`src/rtl/xbus_arbiter.sv`:
```
// Two-master round-robin arbiter and single-transaction access sequencer for one xbus slave segment.
// Each grant runs IDLE -> ACCESS (1 + WAIT_CYCLES cycles) -> DONE (ack) -> IDLE.
module xbus_arbiter #(
  parameter int unsigned WAIT_CYCLES = 0
) (
  input  logic        clk,
  input  logic        rst,
  input  logic        m0_req,
  input  logic        m0_we,
  input  logic [3:0]  m0_be,
  input  logic [31:0] m0_addr,
  input  logic [31:0] m0_wdata,
  output logic [31:0] m0_rdata,
  output logic        m0_ack,
  input  logic        m1_req,
  input  logic        m1_we,
  input  logic [3:0]  m1_be,
  input  logic [31:0] m1_addr,
  input  logic [31:0] m1_wdata,
  output logic [31:0] m1_rdata,
  output logic        m1_ack,
  output logic        xbus_cs,
  output logic        xbus_we,
  output logic [3:0]  xbus_be,
  output logic [31:0] xbus_addr,
  output logic [31:0] xbus_wdata,
  input  logic [31:0] xbus_rdata,
  output logic [1:0]  dbg_state_o
);

  // Handshake: a master holds req and its fields stable until it samples its
  // one-cycle ack; fields are only latched in IDLE, so a req still high in the
  // IDLE cycle after ack is a new transaction.
  typedef enum logic [1:0] {
    ST_IDLE   = 2'd0,
    ST_ACCESS = 2'd1,
    ST_DONE   = 2'd2
  } state_t;

  localparam logic [3:0] WAIT_LD = 4'(WAIT_CYCLES);

  state_t      state_q;
  logic [3:0]  cnt_q;
  logic        grant_q;
  logic        last_q;
  logic        we_q;
  logic [3:0]  be_q;
  logic [31:0] addr_q;
  logic [31:0] wdata_q;
  logic [31:0] m0_rdata_q;
  logic [31:0] m1_rdata_q;
  logic        cs_q;
  logic        strobe_q;
  logic        m0_ack_q;
  logic        m1_ack_q;

  logic        req_any;
  logic        grant_d;
  logic        we_d;
  logic [3:0]  be_d;
  logic [31:0] addr_d;
  logic [31:0] wdata_d;

  // On a tie the master that did not own the previous transaction wins.
  always_comb begin
    req_any = m0_req | m1_req;
    grant_d = m1_req & (~m0_req | ~last_q);
    we_d    = grant_d ? m1_we    : m0_we;
    be_d    = grant_d ? m1_be    : m0_be;
    addr_d  = grant_d ? m1_addr  : m0_addr;
    wdata_d = grant_d ? m1_wdata : m0_wdata;
  end

  // Outputs are registered: cs/strobe/ack are computed one edge ahead so they
  // line up with the state they belong to.
  always_ff @(posedge clk) begin
    if (rst) begin
      state_q    <= ST_IDLE;
      cnt_q      <= 4'd0;
      grant_q    <= 1'b0;
      last_q     <= 1'b1;
      we_q       <= 1'b0;
      be_q       <= 4'd0;
      addr_q     <= 32'd0;
      wdata_q    <= 32'd0;
      m0_rdata_q <= 32'd0;
      m1_rdata_q <= 32'd0;
      cs_q       <= 1'b0;
      strobe_q   <= 1'b0;
      m0_ack_q   <= 1'b0;
      m1_ack_q   <= 1'b0;
    end else begin
      case (state_q)
        ST_IDLE: begin
          if (req_any) begin
            state_q  <= ST_ACCESS;
            grant_q  <= grant_d;
            we_q     <= we_d;
            be_q     <= be_d;
            addr_q   <= addr_d;
            wdata_q  <= wdata_d;
            cnt_q    <= WAIT_LD;
            cs_q     <= 1'b1;
            strobe_q <= we_d & (WAIT_LD == 4'd0);
          end
        end
        ST_ACCESS: begin
          if (cnt_q != 4'd0) begin
            cnt_q    <= cnt_q - 4'd1;
            strobe_q <= we_q & (cnt_q == 4'd1);
          end else begin
            state_q  <= ST_DONE;
            cs_q     <= 1'b0;
            strobe_q <= 1'b0;
            if (!we_q) begin
              if (grant_q) m1_rdata_q <= xbus_rdata;
              else         m0_rdata_q <= xbus_rdata;
            end
            m0_ack_q <= ~grant_q;
            m1_ack_q <= grant_q;
          end
        end
        ST_DONE: begin
          state_q  <= ST_IDLE;
          m0_ack_q <= 1'b0;
          m1_ack_q <= 1'b0;
          last_q   <= grant_q;
        end
        default: begin
          state_q  <= ST_IDLE;
          cs_q     <= 1'b0;
          strobe_q <= 1'b0;
          m0_ack_q <= 1'b0;
          m1_ack_q <= 1'b0;
        end
      endcase
    end
  end

  assign xbus_cs     = cs_q;
  assign xbus_we     = strobe_q;
  assign xbus_be     = be_q;
  assign xbus_addr   = addr_q;
  assign xbus_wdata  = wdata_q;
  assign m0_rdata    = m0_rdata_q;
  assign m1_rdata    = m1_rdata_q;
  assign m0_ack      = m0_ack_q;
  assign m1_ack      = m1_ack_q;
  assign dbg_state_o = state_q;

endmodule

```
`config.mk`:
```
export PLATFORM = sky130hd
export DESIGN_NAME = xbus_arbiter
export DESIGN_NICKNAME = d
export VERILOG_FILES = /design/src/rtl/xbus_arbiter.sv
export SDC_FILE = /design/constraint.sdc
export NUM_CORES = 1
export LEC_CHECK = 0
export ABC_AREA = 1
export CAP_MARGIN = 15
export CORE_ASPECT_RATIO = 1.1
export CORE_MARGIN = 5
export CORE_UTILIZATION = 39
export DETAILED_ROUTE_END_ITERATION = 10
export GPL_TIMING_DRIVEN = 0
export PLACE_DENSITY_LB_ADDON = 0.3
export SLEW_MARGIN = 20
export SYNTH_ARGS = -nofsm -noshare
export SYNTH_HDL_FRONTEND = slang
export SYNTH_SLANG_ARGS = --single-unit
```
`constraint.sdc`:
```
create_clock -name clk -period 2.1 [get_ports clk]
set_input_delay 0.21 -clock clk [delete_from_list [all_inputs] [get_ports clk]]
set_output_delay 0.21 -clock clk [all_outputs]
set_load 0.02 [all_outputs]
```
==> flow_summary.json, run 1 <==
{
  "status": "complete, no violations",
  "start_util_pct": 39.51,
  "hold_depth": 2,
  "yosysSeqAreaShare_pct": 51.06,
  "yosys.area.top_type": "dfxtp_1",
  "wirelength_um": 19530,
  "fin_tns_setup_ns": 0,
  "rsz0062_at_grt": "false",
  "avgSynthCellArea_um2": 7.725,
  "clkLatencyLatePin_ns": 0.42,
  "async_reset_ff_share_pct": 0,
  "cp.depth": 8,
  "setup_viol": 0,
  "critPathLaunch": "cnt_q[0]$_SDFFE_PP0P_",
  "synth_most_common_cell": "nor2_1",
  "drt-vias-per-instance": 4.756,
  "place.gp.congestion": 0.8474,
  "ir_worst_vdd_mv": 0.4460,
  "finalCritPeriodShare_pct": 85.23,
  "post-route-util_pct": 67.03,
  "ys.flop_type": "dfxtp_1",
  "worst-setup-path-type": "flop to flop",
  "hold_class": "input port to flop",
  "clock.fmax_ghz": 0.5587,
  "grt_pass1_wl_um": 30040,
  "rows": 46,
  "power_leakage_nw": 3.705,
  "crit_path_end": "m0_rdata[21]$_SDFFE_PP0P_",
  "skew_ns": 0.006141,
  "postRouteAntennaNets": 0,
  "cp.required_ns": 2.40,
  "gr-usage-all-layers_pct": 22.36,
  "area_delta_synth_final_pct": 69.65,
  "syn_inst": 736,
  "cts_tree": "built",
  "hold_start": "rst",
  "r2r_start": "cnt_q[0]$_SDFFE_PP0P_",
  "worst_pin_slew_ns": 0.5066,
  "hold_buffers": 0,
  "die_x_um": 125.1,
  "synth_nets": 913,
  "portBuffers": 310,
  "crit_fanout": 10,
  "cts-resized-gates": 0,
  "cpLargestDelayFamily": "simple AND/OR/NAND/NOR gates",
  "grt_start_max_net_pins": 17,
  "synth.distinct_cells": 25,
  "synth_area_leaders": "dfxtp_1, nor2_1, o31ai_1",
  "grt_overflow_total": 0,
  "path_clk_slew_ns": 0.06,
  "total_power_w": 0.009657,
  "crit_buf_inv": 2,
  "placed_cell_area_um2": 9029,
  "cts_setup_buffers": 0,
  "worst_setup_path_end_kind": "flop",
  "clockRootBuffer": "clkbuf_16",
  "final_cells": 1270,
  "syn_area_um2": 5685,
  "cp_cell_sequence": "inv_1 -> ha_1 -> nand2_1 -> nor2_4 -> nand3_2 -> clkbuf_1 -> o21ai_0 -> nor2_1",
  "cellPowerDensity_nw_per_um2": 1001,
  "num_antenna_cells": 0,
  "drtIter0Drc": 286,
  "synth_top_area_share_pct": 51.06,
  "clk_path_buf_depth": 2,
  "drc": 0,
  "drive_gt1_share_pct": 7.143,
  "fp.dieArea_um2": 17100,
  "synth_edf_count": 0,
  "drv_slew": 0,
  "rrSetupSlack_ns": 0.31,
  "fin_area_um2": 9646,
  "r2r_end": "m0_rdata[21]$_SDFFE_PP0P_",
  "final_hold_viol_count": 0,
  "cts_buffers": 17,
  "via_count": 6040,
  "core_region_area_um2": 14390,
  "synth_warnings": 0,
  "crit_path_start_kind": "flop",
  "numClockSinks": 145,
  "critPathSlowestCell": "dfxtp_1",
  "layout.nets": 1242,
  "worstPathArrival_ns": 2.09,
  "grt_pass1_vias": 5856,
  "antenna_found_initial": 0,
  "ios": 312,
  "drtPass1Iterations": 4,
  "reg2regPathDepth": 8,
  "die_h_um": 136.6,
  "fill_cells": 1223,
  "cts.htree.levels": 4,
  "maxSlewHeadroom_pct": 66.23,
  "max_stage_delay_ns": 0.34,
  "ys_ff_latch": 145,
  "dp.cells": 1238,
  "maxCapViolations": 0,
  "fin_crit_ns": 1.790,
  "place_hpwl_um": 15060,
  "synth_common_cells": "nor2_1, dfxtp_1, nand2_1",
  "wire_per_inst_um": 15.38
}
stage by stage:
stage	setup WS [ns]	hold WS (ns)
4_1_cts	0.3034	0.05671
5_1_grt	0.1143	0.08277
2_1_floorplan	0.7123	0.3738
3_3_place_gp	0.2264	0.4376
3_5_place_dp	0.1966	0.4432
6_report	0.3101	0.08627
sequential cells by signal (all words and copies together) (netlist names), 2 cells and up:
| signal | count |
|---|---|
| cnt_q | 4 |
| dbg_state_o | 2 |
| m0_rdata | 32 |
| m1_rdata | 32 |
| xbus_addr | 32 |
| xbus_be | 4 |
| xbus_wdata | 32 |
how the worst min path moves through the flow:
stage                                  end  slack (ns)
2_1_floorplan     m0_rdata[0]$_SDFFE_PP0P_        0.37
3_3_place_gp   xbus_wdata[22]$_SDFFE_PP0P_        0.44
3_5_place_dp    xbus_addr[26]$_SDFFE_PP0P_        0.44
4_1_cts                m0_ack$_SDFFE_PP0P_        0.06
5_1_grt                m0_ack$_SDFFE_PP0P_        0.08
6_report               m0_ack$_SDFFE_PP0P_        0.09
layout make-up:
| class | instances | area [µm²] | share of cell area (%) |
|---|---|---|---|
| buffer | 48 | 261.5 | 2.711 |
| clock buffer | 18 | 429.2 | 4.449 |
| clock inverter | 14 | 187.7 | 1.946 |
| inverter | 16 | 60.06 | 0.6226 |
| multi-input combinational | 527 | 2461 | 25.52 |
| sequential | 145 | 2903 | 30.09 |
| tap | 192 | 240.2 | 2.491 |
| timing repair buffer | 310 | 3103 | 32.17 |
per-layer routing:
layer	vias to the layer above	global-route usage, %	wire, µm	share of wire, %
met1	2710	23.55	7535	39
met5	-	0	0	0
li1	3059	-	-	-
met4	0	8.795	472	2.4
met2	236	40.47	9814	50
met3	35	8.587	1704	8.7
logic make-up after synthesis:
group	share of synthesized area, %
adder cells (fa/ha/maj)	0.6603
AO/OA/AOI/OAI	16.86
AND/OR/NAND/NOR	25.77
flip-flops	51.06
buffers and inverters	5.656
layout by cell type, fill, tap and decap left out, types with 4 or more instances in the layout:
cell               n
clkbuf_1          27
o21ai_0           67
buf_2             11
buf_6              8
clkdlybuf4s50_1  310
inv_2              7
o31ai_2            9
o31ai_1           59
nand3_1            4
clkbuf_16         17
inv_1              9
nor2_1           272
nand2_1           89
dfxtp_1          145
bufinv_16          4
clkinv_2           5
a21oi_1            9
where the power goes:
| group | internal, W | total [W] | switching, W |
|---|---|---|---|
| registers | 0.00322 | 0.00347 | 0.000249 |
| logic | 0.00143 | 0.00304 | 0.00162 |
| clock network | 0.00198 | 0.00315 | 0.00117 |
(Power assumes the default switching activity.)
==> inputs of run 2 (changes only) <==
CORE_MARGIN = default   (was 5)
==> run 2 against run 1 <==
Global-route usage increased by 3.3 points. Sequential share of layout area decreased by 0.058 points. Clock-buffer cell count increased by 4. Register-to-register slack improved by 0.06 ns. Highest routed layer unchanged. Die area decreased by 12%.
==> flow_summary.json, run 2 (synthesis gave the netlist of run 1 again) <==
{
  "status": "complete, no violations",
  "crit_fanout": 10,
  "fin_area_um2": 9664,
  "r2r_start": "cnt_q[0]$_SDFFE_PP0P_",
  "postRouteAntennaNets": 0,
  "grt_start_max_net_pins": 17,
  "ir_worst_vdd_mv": 0.4717,
  "worst_setup_path_end_kind": "flop",
  "r2r_end": "m0_rdata[14]$_SDFFE_PP0P_",
  "skew_ns": 0.006883,
  "cts-resized-gates": 0,
  "grt_pass1_wl_um": 29300,
  "worst_pin_slew_ns": 0.5381,
  "clk_path_buf_depth": 2,
  "drc": 0,
  "maxCapViolations": 0,
  "grt_pass1_vias": 5825,
  "final_common_cell": "clkdlybuf4s50_1",
  "gr-usage-all-layers_pct": 25.64,
  "via_count": 6067,
  "drv_slew": 0,
  "drive_gt1_share_pct": 7.057,
  "worst-setup-path-type": "flop to flop",
  "clockRootBuffer": "clkbuf_16",
  "drtIter0Drc": 369,
  "core_region_area_um2": 14020,
  "clkLatencyLatePin_ns": 0.42,
  "cellPowerDensity_nw_per_um2": 1010,
  "cts.htree.levels": 4,
  "power_leakage_nw": 3.709,
  "fp.dieArea_um2": 15070,
  "worstPathArrival_ns": 2.07,
  "rsz0062_at_grt": "false",
  "start_util_pct": 40.55,
  "place_hpwl_um": 14300,
  "die_x_um": 117.1,
  "path_clk_slew_ns": 0.06,
  "fin_tns_setup_ns": 0,
  "drt-vias-per-instance": 4.792,
  "place.gp.congestion": 0.8042,
  "layout.nets": 1242,
  "setup_ws_ns": 0.3689,
  "crit_path_start_kind": "flop",
  "area_delta_synth_final_pct": 69.98,
  "die_h_um": 128.6,
  "wire_per_inst_um": 14.84,
  "cts_tree": "built",
  "final_cells": 1266,
  "maxSlewHeadroom_pct": 64.12,
  "hold_start": "rst",
  "dp.cells": 1234,
  "final_cell_mix": "clkdlybuf4s50_1, nor2_1, dfxtp_1",
  "grt_overflow_total": 0,
  "hold_end": "m0_ack$_SDFFE_PP0P_",
  "setup_viol": 0,
  "antenna_found_initial": 0,
  "final_hold_viol_count": 0,
  "portBuffers": 310,
  "reg2regPathDepth": 8,
  "rows": 45,
  "placed_cell_area_um2": 9024,
  "clock.fmax_ghz": 0.5777,
  "hold_depth": 2,
  "finalCritPeriodShare_pct": 82.43,
  "cp.required_ns": 2.44,
  "hold_buffers": 0,
  "drtPass1Iterations": 4,
  "cts_buffers": 17,
  "ios": 312,
  "pre_cts_slack_ns": 0.1454,
  "cts_setup_buffers": 0,
  "holdWs_ns": 0.09739,
  "fin_crit_ns": 1.731,
  "numClockSinks": 145,
  "rrSetupSlack_ns": 0.37,
  "wirelength_um": 18790,
  "hold_class": "input port to flop"
}
==> run 2: changes by cell type in the layout (fill, tap and decap cells not counted), sizes merged <==
cell,delta
clkbuf,+4
clkinv,-5
clkinvlp,+1
diode,+1
inv,-1
==> run 2: through the flow <==
stage | total power, W | util (%)
final | 0.009758 | 68.93
after global placement | 0.006518 | 64.36
after floorplan | 0.005049 | -
after CTS | 0.009821 | 68.92
after global routing | 0.01026 | 68.92
after detailed placement | 0.006564 | 64.36
==> run 2: worst max path at each step <==
stage / from / endpoint / slack [ns]
floorplan: dbg_state_o[0]$_SDFFE_PP0P_ / m0_rdata[10]$_SDFFE_PP0P_ / 0.71
global placement: m0_req / xbus_wdata[11]$_SDFFE_PP0P_ / 0.19
detailed placement: m0_req / xbus_wdata[10]$_SDFFE_PP0P_ / 0.15
CTS: dbg_state_o[1]$_SDFFE_PP0P_ / dbg_state_o[1] / 0.36
global route: cnt_q[0]$_SDFFE_PP0P_ / m1_rdata[1]$_SDFFE_PP0P_ / 0.15
finish: cnt_q[0]$_SDFFE_PP0P_ / m0_rdata[14]$_SDFFE_PP0P_ / 0.37
==> run 2: report_power, final <==
| group | switching, W | leakage (nW) | internal, W | total, W |
|---|---|---|---|---|
| clock network | 0.00115 | 0.308 | 0.00211 | 0.00325 |
| logic | 0.00161 | 2.21 | 0.00143 | 0.00304 |
| registers | 0.000252 | 1.19 | 0.00322 | 0.00347 |
| total | 0.00301 | 3.71 | 0.00675 | 0.00976 |
==> run 2: per-layer routing <==
| layer | part of all wire [%] | track usage [%] | vias up |
|---|---|---|---|
| met1 | 39 | 27.45 | 2743 |
| li1 | - | - | 3069 |
| met3 | 7.9 | 9.374 | 24 |
| met2 | 51 | 45.88 | 231 |
| met5 | 0 | 1.000 | - |
| met4 | 1.8 | 9.010 | 0 |
==> run 2: critical path, stage by stage, from the launching register on <==
cell and delay (ns):
dfxtp_1 0.39, inv_1 0.09, ha_1 0.22, nand2_1 0.15, nor2_4 0.07, nand3_2 0.13
clkbuf_1 0.34, o21ai_0 0.15, nor2_1 0.13
==> run 2: cell type report <==
class | count | area, µm²
timing repair buffer | 310 | 3103
multi-input combinational | 527 | 2461
sequential | 145 | 2903
clock inverter | 9 | 153.9
clock buffer | 22 | 484.2
inverter | 16 | 60.06
fill | 1162 | 4355
buffer | 48 | 261.5
antenna | 1 | 2.502
tap | 188 | 235.2
==> inputs of run 3 (changes only) <==
clock period = 1.75 ns   (was 2.1 ns; I/O delays follow)
==> run 3 against run 2 <==
Final area is 0.36% higher. Non-clock buffer count up 1. Clock power is 20% higher. First-iteration DRC count shrank 2.7%. Sequential power increased by 20%. Clock skew up 0.0014 ns. Clock-buffer cell count is the same. Worst hold slack got worse by 0.039 ns. Worst setup slack got worse by 0.31 ns. Power up 20%. Via count about the same. Global-route usage stayed put. Critical path type is now flop to output port. Largest cell class unchanged.
==> flow_summary.json, run 3 (synthesis gave the netlist of run 1 again) <==
{
  "fin_tns_setup_ns": 0,
  "drtPass1Iterations": 6,
  "maxCapViolations": 0,
  "switching_share_pct": 30.89,
  "area_delta_synth_final_pct": 70.60,
  "use_met1_pct": 27.45,
  "hold_class": "input port to flop",
  "drtIter0Drc": 359,
  "critPathSlowestCell": "clkdlybuf4s50_1",
  "place_hpwl_um": 14300,
  "ios": 312,
  "worst-setup-path-type": "flop to output port",
  "wire_per_inst_um": 14.83,
  "use_met3_pct": 9.374,
  "worstPathArrival_ns": 1.51,
  "drt-vias-per-instance": 4.789,
  "postRouteAntennaNets": 0,
  "final_hold_viol_count": 0,
  "cts_buffers": 17,
  "seq_power_share_pct": 35.4,
  "die_h_um": 128.6,
  "numClockSinks": 145,
  "hold_buffers": 0,
  "drv_slew": 0,
  "clk_path_buf_depth": 2,
  "start_util_pct": 40.55,
  "final_common_cell": "clkdlybuf4s50_1",
  "worst_setup_path_end_kind": "output port",
  "fill_cells": 1154,
  "antenna_found_initial": 0,
  "gr-usage-all-layers_pct": 25.64,
  "grt_pass1_wl_um": 29300,
  "cpLargestDelayFamily": "buffers and inverters",
  "grt_pass1_vias": 5825,
  "final_cells": 1267,
  "skew_ns": 0.008253,
  "clockRootBuffer": "clkbuf_16",
  "crit_buf_inv": 1,
  "grt_most_used_layer": "met2",
  "drc": 0,
  "ir_worst_vdd_mv": 0.5660,
  "fp.dieArea_um2": 15070,
  "worst_pin_slew_ns": 0.5457,
  "share_comb_of_total_power_pct": 31.3,
  "layout.nets": 1243,
  "drive_gt1_share_pct": 7.699,
  "setup_viol": 0,
  "use_met2_pct": 45.88,
  "grt_start_max_net_pins": 17,
  "dp.cells": 1234,
  "max_stage_delay_ns": 0.67,
  "rows": 45,
  "cellPowerDensity_nw_per_um2": 1212,
  "status": "complete, no violations",
  "via_count": 6068,
  "fin_crit_ns": 1.686,
  "power_leakage_nw": 3.728,
  "crit_fanout": 5,
  "cp_cell_sequence": "clkdlybuf4s50_1",
  "total_power_w": 0.01175,
  "post-route-util_pct": 69.18,
  "intPower_w": 0.008123,
  "switchingPower_w": 0.003631,
  "place.gp.congestion": 0.8042,
  "portBuffers": 310,
  "grt_overflow_total": 0,
  "wirelength_um": 18790,
  "cts.htree.levels": 4,
  "die_x_um": 117.1,
  "clock_power_share_pct": 33.3,
  "clock.fmax_ghz": 0.5930,
  "final_cell_mix": "clkdlybuf4s50_1, nor2_1, dfxtp_1",
  "crit_path_start_kind": "flop",
  "path_clk_slew_ns": 0.06,
  "maxSlewHeadroom_pct": 63.62,
  "cp.required_ns": 1.57,
  "core_region_area_um2": 14020,
  "rsz0062_at_grt": "true",
  "clkLatencyLatePin_ns": 0.41,
  "finalCritPeriodShare_pct": 96.36,
  "cts_tree": "built"
}
-- run 3: cell count changes in the layout (fill, tap and decap cells not counted), sizes merged --
cell	delta
buf	+6
clkbuf	-5
-- run 3: timing repair --
item	4_1_cts	5_1_grt
setup endpoints to repair	0	63
buffers inserted	0	1
gates resized for setup	0	41
-- run 3: worst paths after layout --
kind | start | depth (start not counted) | slack, ns | endpoint
worst max register to register | cnt_q[0]$_SDFFE_PP0P_ | 8 | 0.10 | m0_rdata[22]$_SDFFE_PP0P_
worst min-delay path | rst | 2 | 0.06 | m0_ack$_SDFFE_PP0P_
worst min register to register | xbus_be[3]$_SDFFE_PP0P_ | 2 | 0.45 | xbus_be[3]$_SDFFE_PP0P_
worst max-delay path | dbg_state_o[0]$_SDFFE_PP0P_ | 1 | 0.06 | dbg_state_o[0]
-- run 3: layout make-up --
class,instances,area [µm²],area share [%]
Antenna cell,1,2.502,0.02580
Buffer,48,274.0,2.825
Clock buffer,22,484.2,4.992
Clock inverter,9,153.9,1.587
Inverter,16,60.06,0.6192
Multi-Input combinational cell,527,2476,25.53
Sequential cell,145,2903,29.93
Tap cell,188,235.2,2.425
Timing Repair Buffer,311,3110,32.07
-- run 3: power by group through the flow --
stage	sequential [W]	combinational, W	clock, W
6_report	0.00416	0.00368	0.00391
5_1_grt	0.00423	0.00399	0.00413
2_1_floorplan	0.00484	0.00122	0
3_3_place_gp	0.00421	0.00361	0
3_5_place_dp	0.00423	0.00365	0
4_1_cts	0.00416	0.00367	0.00395
-- run 3: metal layers --
metal	up-vias	share of wire, %
met1	2739	38
met2	238	52
met3	23	8.1
met5	-	0
met4	0	1.9
li1	3068	-
-- run 3: metrics by stage --
stage          setup slack [ns]  hold slack, ns  instance area, µm²
2_1_floorplan            0.3623          0.3388                5685
3_3_place_gp            -0.1227          0.4373                9024
3_5_place_dp            -0.1696          0.4410                9024
4_1_cts                 0.01809         0.04571                9662
5_1_grt                -0.04629         0.05407                9697
6_report                0.06365         0.05794                9699
